$ cat src/rtl/cache_rd_arbiter.sv
// Round-robin arbiter sharing one cache-side read port of the AXI bridge
// among NREQ requesters (0 = icache, 1 = dcache, 2 = uncached). Exactly one
// read is in flight; the returned block is routed to the granted requester.
module cache_rd_arbiter #(
  parameter int unsigned NREQ  = 3,
  parameter int unsigned PTR_W = 2
) (
  input  logic                 clk,
  input  logic                 resetn,
  input  logic [NREQ-1:0]      req_valid,
  input  logic [3*NREQ-1:0]    req_type,
  input  logic [32*NREQ-1:0]   req_addr,
  input  logic [3*NREQ-1:0]    req_size,
  output logic [NREQ-1:0]      req_rdy,
  output logic [NREQ-1:0]      ret_valid,
  output logic [127:0]         ret_data,
  output logic                 mem_rd_req,
  output logic [2:0]           mem_rd_type,
  output logic [31:0]          mem_rd_addr,
  output logic [2:0]           mem_rd_size,
  input  logic                 mem_rd_rdy,
  input  logic                 mem_ret_valid,
  input  logic [127:0]         mem_ret_data,
  output logic                 protocol_err
);

  typedef enum logic [3:0] {
    IDLE  = 4'b0001,
    ISSUE = 4'b0010,
    WAIT  = 4'b0100,
    RESP  = 4'b1000
  } state_t;

  state_t           state;
  logic [PTR_W-1:0] rr_ptr;
  logic [PTR_W-1:0] grant_q;
  logic [PTR_W-1:0] grant;
  logic [PTR_W-1:0] next_ptr;
  logic             any_req;
  logic [2:0]       sel_type;
  logic [2:0]       sel_size;
  logic [31:0]      sel_addr;

  // Cyclic priority search starting at rr_ptr; first valid requester wins.
  always_comb begin
    int unsigned idx;
    idx     = 0;
    grant   = '0;
    any_req = 1'b0;
    for (int unsigned off = 0; off < NREQ; off++) begin
      idx = (32'(rr_ptr) + off) % NREQ;
      if (!any_req && req_valid[idx[PTR_W-1:0]]) begin
        any_req = 1'b1;
        grant   = idx[PTR_W-1:0];
      end
    end
  end

  // Select the granted requester's fields and compute the wrapped pointer.
  always_comb begin
    sel_type = '0;
    sel_size = '0;
    sel_addr = '0;
    for (int unsigned i = 0; i < NREQ; i++) begin
      if (grant == PTR_W'(i)) begin
        sel_type = req_type[3*i +: 3];
        sel_size = req_size[3*i +: 3];
        sel_addr = req_addr[32*i +: 32];
      end
    end
    next_ptr = (32'(grant) == NREQ - 1) ? '0 : grant + 1'b1;
  end

  // Accept strobe: only in IDLE, one-hot at the current grant.
  always_comb begin
    req_rdy = '0;
    if (state == IDLE && any_req) req_rdy[grant] = 1'b1;
  end

  // Return pulse to the requester that owns the in-flight read.
  always_comb begin
    ret_valid = '0;
    if (state == RESP) ret_valid[grant_q] = 1'b1;
  end

  assign mem_rd_req = (state == ISSUE);

  // Transaction FSM with latched request/return fields and sticky error flag.
  always_ff @(posedge clk) begin
    if (!resetn) begin
      state        <= IDLE;
      rr_ptr       <= '0;
      grant_q      <= '0;
      mem_rd_type  <= '0;
      mem_rd_addr  <= '0;
      mem_rd_size  <= '0;
      ret_data     <= '0;
      protocol_err <= 1'b0;
    end else begin
      // Any return outside WAIT (including the ISSUE handshake cycle) is stray.
      if (mem_ret_valid && state != WAIT) protocol_err <= 1'b1;
      case (state)
        IDLE: begin
          if (any_req) begin
            grant_q     <= grant;
            mem_rd_type <= sel_type;
            mem_rd_addr <= sel_addr;
            mem_rd_size <= (sel_type == 3'b100) ? 3'd2 : sel_size;
            rr_ptr      <= next_ptr;
            state       <= ISSUE;
          end
        end
        ISSUE: begin
          if (mem_rd_rdy) state <= WAIT;
        end
        WAIT: begin
          if (mem_ret_valid) begin
            ret_data <= mem_ret_data;
            state    <= RESP;
          end
        end
        RESP: begin
          state <= IDLE;
        end
        default: begin
          state <= IDLE;
        end
      endcase
    end
  end

endmodule

$ cat config.mk
export PLATFORM = sky130hd
export DESIGN_NAME = cache_rd_arbiter
export DESIGN_NICKNAME = d
export VERILOG_FILES = /design/src/rtl/cache_rd_arbiter.sv
export SDC_FILE = /design/constraint.sdc
export NUM_CORES = 1
export LEC_CHECK = 0
export CORE_AREA = 2 2 163 165
export CTS_CLUSTER_SIZE = 28
export DETAILED_ROUTE_END_ITERATION = 16
export DIE_AREA = 0 0 165 167
export HOLD_SLACK_MARGIN = 0.15
export PLACE_DENSITY = 0.72
export SYNTH_ARGS = -nofsm -noshare
export SYNTH_HDL_FRONTEND = slang
export SYNTH_SLANG_ARGS = --single-unit
$ cat constraint.sdc
create_clock -name clk -period 6.2 [get_ports clk]
set_input_delay 1.24 -clock clk [delete_from_list [all_inputs] [get_ports clk]]
set_output_delay 1.24 -clock clk [all_outputs]
set_load 0.02 [all_outputs]
# [Word level (Yosys, flattened, before mapping)]
# Index checks and enable logic that the tools add are counted.
[totals] ff_bits=175 latchBits=0 mem_bits_rw=0 rom_bits=0 inputBits=249 output_inout_bits=174 word_cells=77 n_memories=0
[op_classes] n_addsub=3 multipliers=0 div=3 magnitude_cmp=7 n_eq_ne=11 shift=0 mux=33 n_bitwise=0 n_reduce_logical=12
[ops] cell="$mux 32" n=3
[ops] cell="$mod 32x2->32 const B" n=2
[ops] cell="$mod 2x2->32 const B" n=1
[ops] cell="$mux 3" n=9
[ops] cell="$lt 2x3->1 const B" n=5
[ops] cell="$mux 4" n=3
[ops] cell="$pmux 4 s3" n=1
[ops] cell="$mux 1" n=8
[ops] cell="$mux 2" n=4
[ops] cell="$bmux 1 s2" n=3
[ops] cell="$logic_and 1x1->1" n=6
[ops] cell="$demux 1 s2" n=2
[ops] cell="$eq 4x1->1 const B" n=1
[ops] cell="$eq 4x2->1 const B" n=1
[ops] cell="$eq 4x3->1 const B" n=1
[ops] cell="$eq 4x4->1 const B" n=1
[ops] cell="$ge 2x1->1 const B" n=2
[ops] cell="$ne 2x2->1 const B" n=2
[ops] cell="$ne 4x3->1 const B" n=1
[ops] cell="$reduce_and 2->1" n=2
[ops] cell="$add 2x1->3 const B" n=1
[ops] cell="$add 2x2->3 const B" n=1
[ops] cell="$eq 3x3->1 const B" n=1
[ops] cell="$reduce_and 3->1" n=1
[ops] cell="6 further kinds" n=7

# [Depth between registers and ports, before layout]
[depth] word_depth=16 ltp_mapped=13 mapped_depth_nobuf=9

# [Least setup slack after synthesis]
# No wires, ideal clock.
[synth_path] kind="input-to-output" from="in req_valid[1]" to="out req_rdy[2]" arrival_time_ps=2629 t_required_ps=4960 slack_ps=2331 path_stages=8 n_path_buf=3 path_cell_list="mux2_1 -> o2111ai_2 -> a21oi_2 -> or2_1 -> buf_6 -> buf_6 -> buf_6 -> nor2_1"
[synth_between] elab_chain_len=14 word_cells_on_any_way=23 classes_between="2 x order compare; 15 x mux; 6 x reduce/logical"
[synth_rtl] element="from (decl)" line_no="10" source="input logic [NREQ-1:0] req_valid,"
[synth_rtl] element="$bmux 1 s2" line_no="52" source="if (!any_req && req_valid[idx[PTR_W-1:0]]) begin"
[synth_rtl] element="$mux 1 (not written as such)" line_no="52"
[synth_rtl] element="$mux 1" line_no="52"
[synth_rtl] element="$logic_not 1->1" line_no="52"
[synth_rtl] element="$logic_and 1x1->1" line_no="52"
[synth_rtl] element="$mux 1" line_no="52"
[synth_rtl] element="$logic_not 1->1" line_no="52"
[synth_rtl] element="$logic_and 1x1->1" line_no="52"
[synth_rtl] element="$mux 2" line_no="52"
[synth_rtl] element="$lt 2x3->1 (not written as such) or $ge 2x1->1 (tied branches)" line_no="77" source="if (state == IDLE && any_req) req_rdy[grant] = 1'b1;"
[synth_rtl] element="$logic_and 1x1->1 (not written as such)" line_no="77"
[synth_rtl] element="$mux 1 (not written as such)" line_no="77"
[synth_rtl] element="$demux 1 s2" line_no="77"
[synth_rtl] element="$mux 3 (*)" line_no="77"
[synth_rtl] element="to (decl)" line_no="14" source="output logic [NREQ-1:0] req_rdy,"
# Mark *: on every way between the ends. The rest lies on a longest branch, timed or not. The select of a mux whose other input is x is not followed.

# [Final worst setup path]
[layout_path] from="in req_valid[1]" to="out req_rdy[1]"
# The elaborated chain is that of the path after synthesis.

==> metrics.txt <==
status=completed; critical path's slowest cell=clkdlybuf4s50_1; largest net degree at the start of global routing=107; Die Area=27560 um^2; r2r setup slk=2980 ps; met2 wire length=12.19 mm; reg2reg start=rr_ptr[0]; Sw Ratio=0.3788; Total Power=4.191 mW; worst path bufs/invs=2; main combinational cell family by area after synthesis=simple AND/OR/NAND/NOR gates; Max Clock Freq=207.9 MHz; num ports=423; Synth Area in Compound Gates=0.2025; post-synthesis cell area=7305 um^2; most used cell along the critical path=clkdlybuf4s50_1; Psw=1.588 mW; core area=25760 um^2; mux contribution to synthesized area=0.05498; setup TNS=0 ps; CTS resizes=0; Worst Hold Class=flop to flop; worst rel slew slack=0.2914; leakage=4.216 nW; Worst path depth=6; Final setup viols=0; Iteration-0 DRC Markers=563; layout cell share with drive strength beyond 1=0.06028; Clock Tree Buf Depth=2; Top Layer Used=met5; FF-to-FF End=mem_rd_addr[5]; GPL Wtd Cong=0.8811; hold_ws=453.7 ps; Vias per Instance=4.607; Pwr Density=341.7 nW/um^2; kind of critical path=input port to primary output; post-synthesis sequential area ratio=0.4796; yosys warns=0; Inserted Clock Buffers=17; max incr delay on CP=700 ps; Root Driver=clkbuf_16; critical path endpoint=req_rdy[1]; final core area utilization=0.4761; die width=165 um; hpwl dp=18.02 mm; Synth Net Count=1154; Crit Path Max Fanout=8; Total GRT Usage=0.1726; first-pass GRT wire length=37.83 mm; worst setup margin=1389 ps; adder-cell share of the synthesized area=0.006852; setup bufs post-CTS=0; crit-path cells=clkdlybuf4s50_1 > mux2i_1 > o21ai_1 > o31ai_4 > nor3_1 > clkdlybuf4s50_1; clock power share=0.259; combinational share of power=0.421; critical path arrival=3570 ps; CP delay by family, top=buffers and inverters; Worst setup EP type=primary output; worst r2r path cells=10; final wirelength=24.92 mm; wire per inst=15.30 um; Initial Utilization=0.2835; number of enable flip-flop cells after synthesis=0; clock insertion delay at the later pin of the skew report=420 ps; Antenna diodes=0; Internal=2.604 mW; fraction of the mapped netlist area in simple logic gates=0.2050; Worst Setup SP=req_valid[1]; Setup WS pre-CTS=1397 ps; Worst Path Required=4960 ps; Slew @ Worst Pin=1060 ps; M1 WL=9.637 mm; Seq cells post-synth=175; met3 wire len=2.503 mm; max-slew violation count=0; port bufs=422; row count=59; Syn Inst Count=901; CTS tree=built; Chip Height=167 um; CTS H-tree depth=4; top_reg_cell synth=dfxtp_1; area delta synth->final=67.93%; xor/xnor share of the synthesized area=0.001199; Reg power frac=0.321; crit share post-route=0.7760; clk sinks=175; CTS Hold Bufs=0; asr flop ratio synth=0; Netlist cell types=48; clk_skew=20.29 ps; DR pass1 iterations=4; GR Overflow Total=0; NumNets Final=1534; vias in the first global route=7231; Post-DRT Antenna Nets=0; RSZ-0062 raised after global routing=no; number of max-cap violations=0; final hold violation count=0; initial antenna violation count=1; DRC viols=0; syn avg cell area=8.107 um^2; vias after detailed routing=7505; Max IR drop VDD=0.0003945 V; clock-pin slew on the worst setup and hold paths=70 ps; CP Launch Type=input port; Final min period=4811 ps
[placed cells by master (no fill, tap or decap), drive strengths merged, types with 2 or more instances in the layout]
cell | netlist | routed
clkdlybuf4s50 | 0 | 422
nand2 | 298 | 298
dfxtp | 175 | 175
a21oi | 172 | 172
nor2 | 48 | 48
mux2i | 39 | 39
a211o | 33 | 33
clkbuf | 49 | 18
inv | 8 | 16
o21ai | 7 | 7
nor3 | 6 | 6
buf | 18 | 6
clkinv | 0 | 5
nand3b | 4 | 4
nand2b | 4 | 4
ha | 4 | 4
a31oi | 3 | 3
and2 | 3 | 3
nor3b | 2 | 2
o221ai | 2 | 2
nand3 | 2 | 2
o211a | 2 | 2
a311oi | 2 | 2
a211oi | 2 | 2
or2 | 2 | 2
[how the worst min path moves through the flow]
stage,slack (ps),cells after the start,start,to
floorplan,490,1,state[3],state[1]
global placement,440,2,ret_data[106],ret_data[106]
detailed placement,450,2,ret_data[106],ret_data[106]
CTS,460,2,ret_data[106],ret_data[106]
global route,470,2,ret_data[42],ret_data[42]
finish,450,2,ret_data[89],ret_data[89]
[logic make-up (layout without fill, tap and decap cells)]
family,Yosys count,after routing
AND/OR/NAND/NOR,375,375
AO/OA/AOI/OAI,231,231
flip-flops,175,175
buffers and inverters,75,468
multiplexers,40,40
adder cells (fa/ha/maj),4,4
XOR/XNOR,1,1
[cell type report]
class                           instances  area, um^2
Timing Repair Buffer                  428        4269
Fill cell                            2499       13500
Clock buffer                           18       429.2
Inverter                                8       35.03
Multi-Input combinational cell        651        3447
Clock inverter                         14       163.9
Tap cell                              335       419.2
Sequential cell                       175        3503
[registers in the layout, indices dropped and copies added (netlist names)]
signal        flops
grant_q           2
mem_rd_addr      32
mem_rd_size       3
mem_rd_type       3
protocol_err      1
ret_data        128
rr_ptr            2
state             4
[routing by layer]
layer / GRT usage / up-vias
li1: - / 3773
met1: 0.1879 / 3370
met2: 0.3056 / 318
met3: 0.06426 / 42
met4: 0.05747 / 2
met5: 0 / -
[cells in the mapped netlist, types with 4 or more instances]
master    count  share of area
nor3_1        6         0.0041
ha_1          4         0.0069
nand2b_1      4         0.0034
mux2i_1      39          0.053
clkbuf_1     49          0.025
a21oi_2      30          0.036
buf_2         9         0.0062
a211o_1      33          0.040
a21oi_1     142          0.097
nand3b_1      4         0.0041
nor2_1       47          0.024
buf_6         5         0.0077
nand2_1     298           0.15
dfxtp_1     175           0.48
inv_1         7         0.0036
[metrics by stage]
stage / cell area (um^2) / instances
global route: 12270 / 1629
detailed placement: 11670 / 1597
global placement: 11670 / 1597
CTS: 12270 / 1629
finish: 12270 / 1629
floorplan: 7305 / 901
[power by group through the flow]
| stage | Sequential (mW) | Clock [mW] | Combinational [mW] |
|---|---|---|---|
| detailed placement | 1.37 | 0 | 1.76 |
| global placement | 1.36 | 0 | 1.74 |
| floorplan | 1.50 | 0 | 1.07 |
| CTS | 1.35 | 1.12 | 1.77 |
| global route | 1.36 | 1.16 | 1.90 |
| finish | 1.34 | 1.08 | 1.76 |
[worst register-to-register path: stages (launching register included)]
cell and delay, ps:
dfxtp_1 400, inv_1 80, ha_1 450, inv_1 120, a21oi_1 220, a211oi_2 100, nor2_4 850, buf_4 390
mux2i_1 110, a211o_1 320, a21oi_2 110
No activity file was read; power rests on OpenSTA's default activity.
